==> config.mk <==
export PLATFORM = sky130hd
export DESIGN_NAME = control_circuit_flat
export DESIGN_NICKNAME = d
export VERILOG_FILES = /design/src/rtl/control_circuit_if.sv /design/src/rtl/control_circuit.sv /design/src/flat_wrapper.sv
export SDC_FILE = /design/constraint.sdc
export NUM_CORES = 1
export LEC_CHECK = 0
export ABC_AREA = 1
export CAP_MARGIN = 20
export CORE_MARGIN = 3
export CORE_UTILIZATION = 39
export DETAILED_ROUTE_END_ITERATION = 8
export PLACE_DENSITY = 0.72
export SLEW_MARGIN = 20
export SYNTH_ARGS = -nofsm -noshare
export SYNTH_HDL_FRONTEND = slang
export SYNTH_SLANG_ARGS = --single-unit
==> constraint.sdc <==
create_clock -name clk -period 1.5 [get_ports clk]
set_clock_uncertainty 0.1 [all_clocks]
set_input_delay 0.3 -clock clk [delete_from_list [all_inputs] [get_ports clk]]
set_output_delay 0.3 -clock clk [all_outputs]
set_load 0.005 [all_outputs]
==> src/rtl/control_circuit_if.sv <==
// Bus between the instruction source and the control sequencer.
// INSTRUCTION is sampled only in the fetch state; all other signals are Moore outputs of the sequencer.
interface control_circuit_if #(
  parameter int num_of_reg = 16
) ();
  logic [10:0]           INSTRUCTION;
  logic [num_of_reg-1:0] Rin;
  logic [num_of_reg-1:0] Rout;
  logic                  ALU_a_in;
  logic                  ALU_g_in;
  logic                  ALU_g_out;
  logic                  ALU_mode;
  logic                  External_load;
  logic                  Done;
  logic [1:0]            state_dbg;

  modport master (
    output INSTRUCTION,
    input  Rin, Rout, ALU_a_in, ALU_g_in, ALU_g_out, ALU_mode, External_load, Done, state_dbg
  );

  modport slave (
    input  INSTRUCTION,
    output Rin, Rout, ALU_a_in, ALU_g_in, ALU_g_out, ALU_mode, External_load, Done, state_dbg
  );
endinterface

==> src/rtl/control_circuit.sv <==
// Micro-sequencer for a small register-file datapath: load, mov, add, sub.
// Fetches into IR in T0, then drives one-hot register enables and ALU controls from state and IR.
module control_circuit #(
  parameter int num_of_reg = 16
) (
  input  logic                    clk,
  input  logic                    reset,
  control_circuit_if.slave        bus
);

  typedef enum logic [1:0] {
    T0 = 2'd0,
    T1 = 2'd1,
    T2 = 2'd2,
    T3 = 2'd3
  } state_t;

  localparam logic [2:0] OP_LOAD = 3'b000;
  localparam logic [2:0] OP_MOV  = 3'b001;
  localparam logic [2:0] OP_ADD  = 3'b010;
  localparam logic [2:0] OP_SUB  = 3'b011;

  state_t      state_q, state_d;
  logic [10:0] ir_q, ir_d;

  logic [2:0] opcode;
  logic [3:0] rx;
  logic [3:0] ry;
  logic       is_alu;

  assign opcode = ir_q[10:8];
  assign rx     = ir_q[7:4];
  assign ry     = ir_q[3:0];
  assign is_alu = (opcode == OP_ADD) || (opcode == OP_SUB);

  function automatic logic [num_of_reg-1:0] onehot(input logic [3:0] idx);
    logic [num_of_reg-1:0] v;
    v = '0;
    for (int i = 0; i < num_of_reg; i++) begin
      if (idx == 4'(i)) v[i] = 1'b1;
    end
    return v;
  endfunction

  always_ff @(posedge clk) begin
    if (reset) begin
      state_q <= T0;
      ir_q    <= '0;
    end else begin
      state_q <= state_d;
      ir_q    <= ir_d;
    end
  end

  always_comb begin
    state_d = state_q;
    ir_d    = ir_q;
    case (state_q)
      T0: begin
        ir_d    = bus.INSTRUCTION;
        state_d = T1;
      end
      T1:      state_d = is_alu ? T2 : T0;
      T2:      state_d = T3;
      T3:      state_d = T0;
      default: state_d = T0;
    endcase
  end

  logic [num_of_reg-1:0] rin, rout;
  logic a_in, g_in, g_out, mode, ext_load, done;

  // Invalid opcodes fall through every case with all outputs low: a 2-cycle no-op.
  always_comb begin
    rin      = '0;
    rout     = '0;
    a_in     = 1'b0;
    g_in     = 1'b0;
    g_out    = 1'b0;
    mode     = 1'b0;
    ext_load = 1'b0;
    done     = 1'b0;
    case (state_q)
      T1: begin
        if (opcode == OP_LOAD) begin
          ext_load = 1'b1;
          rin      = onehot(rx);
          done     = 1'b1;
        end else if (opcode == OP_MOV) begin
          rout = onehot(ry);
          rin  = onehot(rx);
          done = 1'b1;
        end else if (is_alu) begin
          rout = onehot(rx);
          a_in = 1'b1;
        end
      end
      T2: begin
        if (is_alu) begin
          rout = onehot(ry);
          g_in = 1'b1;
          mode = (opcode == OP_SUB);
        end
      end
      T3: begin
        if (is_alu) begin
          g_out = 1'b1;
          rin   = onehot(rx);
          done  = 1'b1;
        end
      end
      default: ;
    endcase
  end

  assign bus.Rin           = rin;
  assign bus.Rout          = rout;
  assign bus.ALU_a_in      = a_in;
  assign bus.ALU_g_in      = g_in;
  assign bus.ALU_g_out     = g_out;
  assign bus.ALU_mode      = mode;
  assign bus.External_load = ext_load;
  assign bus.Done          = done;
  assign bus.state_dbg     = state_q;

endmodule

==> src/flat_wrapper.sv <==
// flat-port wrapper written by rule: the top's interface ports become plain ports
module control_circuit_flat 
#(
  parameter int num_of_reg = 16
)
  (clk, reset, bus_INSTRUCTION, bus_Rin, bus_Rout, bus_ALU_a_in, bus_ALU_g_in, bus_ALU_g_out, bus_ALU_mode, bus_External_load, bus_Done, bus_state_dbg);
  control_circuit_if #(.num_of_reg(num_of_reg)) bus_i ();
  input  logic clk;
  input  logic reset;
  input wire logic [$bits(bus_i.INSTRUCTION)-1:0] bus_INSTRUCTION;
  output wire logic [$bits(bus_i.Rin)-1:0] bus_Rin;
  output wire logic [$bits(bus_i.Rout)-1:0] bus_Rout;
  output wire logic [$bits(bus_i.ALU_a_in)-1:0] bus_ALU_a_in;
  output wire logic [$bits(bus_i.ALU_g_in)-1:0] bus_ALU_g_in;
  output wire logic [$bits(bus_i.ALU_g_out)-1:0] bus_ALU_g_out;
  output wire logic [$bits(bus_i.ALU_mode)-1:0] bus_ALU_mode;
  output wire logic [$bits(bus_i.External_load)-1:0] bus_External_load;
  output wire logic [$bits(bus_i.Done)-1:0] bus_Done;
  output wire logic [$bits(bus_i.state_dbg)-1:0] bus_state_dbg;
  assign bus_i.INSTRUCTION = bus_INSTRUCTION;
  assign bus_Rin = bus_i.Rin;
  assign bus_Rout = bus_i.Rout;
  assign bus_ALU_a_in = bus_i.ALU_a_in;
  assign bus_ALU_g_in = bus_i.ALU_g_in;
  assign bus_ALU_g_out = bus_i.ALU_g_out;
  assign bus_ALU_mode = bus_i.ALU_mode;
  assign bus_External_load = bus_i.External_load;
  assign bus_Done = bus_i.Done;
  assign bus_state_dbg = bus_i.state_dbg;
  control_circuit #(.num_of_reg(num_of_reg)) u_core (.clk(clk), .reset(reset), .bus(bus_i));
endmodule
Yosys cells after proc, flatten, opt, wreduce, memory -nomap -nowiden
Index checks and enable logic that the tools add are counted.
Storage, ports and cells
  bits in registers: 13
  input port bits: 13
  output and inout port bits: 40
Cells by class
  eq/ne operators: 36
  reduce and logical (&&, ||, !) cells: 5
  multiplexer cells: 55
Operators by type and width (number)
  16-bit 2-to-1 mux: 6
  4-bit == test (second input constant): 16
  16-bit case mux with 2 select lines: 2
  1-bit 2-to-1 mux: 44
  4-bit by 3-bit == test with 1-bit output (second input constant): 8
  4-bit by 2-bit == test with 1-bit output (second input constant): 4
  4-bit by 1-bit == test with 1-bit output (second input constant): 2
  4-bit zero test: 2
  2-bit case mux with 4 select lines: 1
  3-bit by 2-bit == test with 1-bit output (second input constant): 2
  2-bit == test (second input constant): 2
  3-bit by 1-bit == test with 1-bit output (second input constant): 1
  3-bit zero test: 1
  2-bit by 1-bit == test with 1-bit output (second input constant): 1
  2-bit zero test: 1
  2-bit 2-to-1 mux: 1
  1-bit case mux with 2 select lines: 1
  1-bit logical OR: 1

Depth between registers and ports, before layout
  depth in word-level cells: 6
  depth in mapped cells: 7
  depth with buffers taken out: 7

Worst setup path before layout
Ideal clock, no wire load.
  kind: reg-to-output
  start: register (tool-made name)
  end: output port bus_Rout[0]
  stages on the path, launching flop included: 8
  buffers on the path: 1
  arrival: 1287 ps
  slack: -187 ps
  cell sequence: dfxtp_1 inv_1 ha_1 inv_1 a21oi_1 buf_2 nand2_1 a21oi_1
RTL lines
  to (decl): line flat_wrapper.sv:12  | output wire logic [$bits(bus_i.Rout)-1:0] bus_Rout;

Worst setup path after layout
  start: register u_core.ir_q[4]
  end: output port bus_Rout[7]
Between the ends
  cells in the longest elaborated chain, start to end: 6
RTL lines
  from (decl): line control_circuit.sv:24  | logic [10:0] ir_q, ir_d;
  from (signal assigned): line control_circuit.sv:51  | ir_q <= ir_d;
  4-bit by 3-bit == test with 1-bit output: line control_circuit.sv:40  | if (idx == 4'(i)) v[i] = 1'b1;
  1-bit 2-to-1 mux: line control_circuit.sv:40
  16-bit 2-to-1 mux: line control_circuit.sv:93  | end else if (is_alu) begin
  16-bit 2-to-1 mux: line control_circuit.sv:89  | end else if (opcode == OP_MOV) begin
  16-bit 2-to-1 mux: line control_circuit.sv:85  | if (opcode == OP_LOAD) begin
  16-bit case mux with 2 select lines: line control_circuit.sv:83  | case (state_q)
No other way between the ends.

==> impl_results.md <==
* Syn nets at approximately 270
* Vias in the first global route at approximately 2300
* Largest net degree at the start of global routing at 18
* Layout overhead on the synthesized area at 117.6%
* Hold Fails Final Rpt at 0
* CTS max path bufs at 2
* Via Count at 2532
* Clk sinks at 13
* Syn Area/Cell at roughly 5.3 um^2
* Fin crit period at 2.157 ns
* H-tree Lvls at 1
* CP endpoint kind: primary output
* Global route overflow at 0
* Horiz. Die Dim at between 60 and 70 um
* Post-synthesis sequential area ratio at about a fifth
* Reg-to-reg endpoint: u_core.ir_q[2]
* CORE AREA at 3178 um^2
* DRT Pass-1 Iters at 5
* Top cell by count, worst path: nand2_1
* FF-to-FF path depth at 7
* Mapped Cells at approximately 250
* Synth warnings at 0
* FMAX at about 460 MHz
* Worst Hold End: u_core.bus.state_dbg[0]
* Worst slew pin tran at approximately 0.31 ns
* Clk_lat worst skew at roughly 0.28 ns
* Post-synthesis cell type count at 18
* Initial core utilization at a little over two fifths
* Worst hold path type: in -> reg
* Fill count at approximately 130
* Worst VDD drop at 0.0006552 V
* Fin Setup TNS at -17.18 ns
* Residual DRC at 0
* Comb pwr share at around three fifths
* WL/cell at approximately 19 um
* Final WL at 7922 um
* Most frequent cells in the layout: 57 x nand2_1, 57 x buf_4, 35 x buf_2
* Post-route design area at roughly 2900 um^2
* Max-slew headroom at 79.33%
* Vias per cell at approximately 6.0
* First-pass GRT wire length at about 10000 um
* Max-Cap Viols at 0
* Status: finished, violations left
* Final WS setup at -0.6565 ns
* Worst Hold Path Cells at 2
* WHS at around 0.5 ns
* Sw Pwr at 683.7 uW
* Hold_buf cts at 0
* Final Setup Violations at 38
* Crit path required time at about 1.1 ns
* Sequential Power Share at a little over a quarter
* Clock-pin slew on the worst setup and hold paths at about 0.08 ns
* Slowest CP cell: dfxtp_1
* Final ANT Viol Nets at 0
* Internal Power at ~890 uW
* Clock Power Share at between 10 and 15%
* Tcrit/Tclk final at 143.8%
* All-layer global routing usage at a little under a third
* Slowest stage delay, CP at around 0.45 ns
* Critical Path AT at 1.76 ns
* HPWL Detailed at approximately 3700 um
* Port Buffers at between 50 and 60
* Crit-path max FO at 6
* Placer Congestion at between 0.8 and 0.9
* IO Pins at 53
* Initial antenna violation count at 0
* Vert. Die Dim at about 65 um
* Leak Pwr at approximately 1.4 nW
* Mapped cell area at 1341 um^2
* Fin nets at 399
* R2R Setup Slk at around 0.06 ns
* Die area at between 4000 and 5000 um^2
* Hold wc startpoint: reset
* Failing checks: negative setup slack
* Seq cells post-synth at 13
* CTS tree: built
* Placed Area at between 2000 and 2500 um^2
* CTS Buf Count at 3
* Share of cells above drive strength 1 at 57.37%
* RSZ-0062 raised after global routing: yes
* ANT cells at 0
* Crit Path Class: reg -> out
* Std-Cell Rows at 20
* Startpoint types: flip-flop
* Power Density at 538.5 nW/um^2
* Switching Share at 43.49%
* CTS root buf: clkbuf_4
* Crit path cell chain: nand2_1 -> nor2_1 -> nand2_1 -> nand2_1 -> nand2_1 -> a21oi_2 -> buf_2
* Initial DRC count at 310
* Fin. max-slew vios at 0
stage by stage:
| stage | cells | total power [mW] | util [%] | worst slack [ns] |
|---|---|---|---|---|
| after floorplan | 251 | 0.7133 | - | -0.001285 |
| after global placement | 390 | 1.016 | 74.49 | -0.5179 |
| after detailed placement | 390 | 1.023 | 74.49 | -0.5484 |
| after CTS | 419 | 1.401 | 86.10 | -0.5279 |
| after global routing | 424 | 1.642 | 91.85 | -0.6463 |
| final | 424 | 1.572 | 91.85 | -0.6565 |
Yosys cell counts:
| master | instances | share of area, % |
|---|---|---|
| nand2_1 | 81 | 23 |
| nor2_1 | 34 | 9.5 |
| a21oi_1 | 28 | 10 |
| inv_1 | 23 | 6.4 |
| o21ai_0 | 23 | 8.6 |
| nor3_1 | 15 | 5.6 |
| dfxtp_1 | 13 | 19 |
| nand3_1 | 12 | 4.5 |
| ha_1 | 5 | 4.7 |
| clkbuf_1 | 4 | 1.1 |
| buf_2 | 2 | 0.75 |
| buf_4 | 2 | 1.1 |
| inv_2 | 2 | 0.56 |
| nand2_2 | 2 | 0.93 |
| nor2_4 | 2 | 1.7 |
| buf_6 | 1 | 0.84 |
| nor3_2 | 1 | 0.75 |
| nor4_1 | 1 | 0.47 |
how the worst max path moves through the flow:
| stage | to | start | cells after the start |
|---|---|---|---|
| 6_report | bus_Rout[7] | u_core.ir_q[4] | 7 |
| 5_1_grt | bus_Rout[7] | u_core.ir_q[4] | 7 |
| 4_1_cts | bus_Rout[3] | flip-flop | 10 |
| 3_5_place_dp | bus_Rin[11] | u_core.bus.state_dbg[0] | 7 |
| 3_3_place_gp | bus_Rout[8] | u_core.ir_q[10] | 8 |
| 2_1_floorplan | bus_Rout[0] | flip-flop | 7 |
layer usage:
metal | global-route usage [%] | up-vias | part of all wire, %
met5 | 0 | - | 0
met4 | 19.00 | 0 | 7.1
met3 | 2.600 | 57 | 7.7
met2 | 56.96 | 218 | 48
met1 | 35.29 | 1186 | 38
li1 | - | 1071 | -
flip-flops by register name, indices dropped and copies added, names as in the netlist, named ones only:
signal,cells
u_core.ir_q,11
u_core.bus.state_dbg,1
worst max-delay path, delay by kind of cell (launching register included):
kind	cells	cell delay [ns]
AO/OA/AOI/OAI	1	0.17
buffers and inverters	1	0.16
AND/OR/NAND/NOR	5	0.71
flip-flops	1	0.45
cells by family after synthesis:
group | share of synthesized area, %
simple gates | 46.08
compound gates | 19.03
buf+inv | 10.82
flops | 19.40
fa+ha+maj | 4.664
what timing repair did:
item / CTS / global route
pin swaps: 18 / 16
gates resized for setup: 236 / 52
setup buffers: 25 / 11
cloned: 2 / 0
endpoints found under the setup margin: 40 / 39
area by class of cell:
type	instances	area, um^2	area share, %
Clock buffer	4	26.28	0.9001
Inverter	25	111.4	3.815
Multi-Input combinational cell	204	1355	46.42
Sequential cell	13	275.3	9.430
Tap cell	44	55.05	1.886
Timing Repair Buffer	133	1085	37.16
Timing Repair inverter	1	11.26	0.3858
power groups by stage:
| stage | Sequential [mW] | Combinational (mW) | Clock, mW |
|---|---|---|---|
| 4_1_cts | 0.410 | 0.772 | 0.219 |
| 3_3_place_gp | 0.419 | 0.597 | 0 |
| 3_5_place_dp | 0.420 | 0.603 | 0 |
| 2_1_floorplan | 0.416 | 0.297 | 0 |
| 6_report | 0.431 | 0.915 | 0.226 |
| 5_1_grt | 0.432 | 0.966 | 0.244 |
Note: power is estimated with default switching activity, not from simulation.
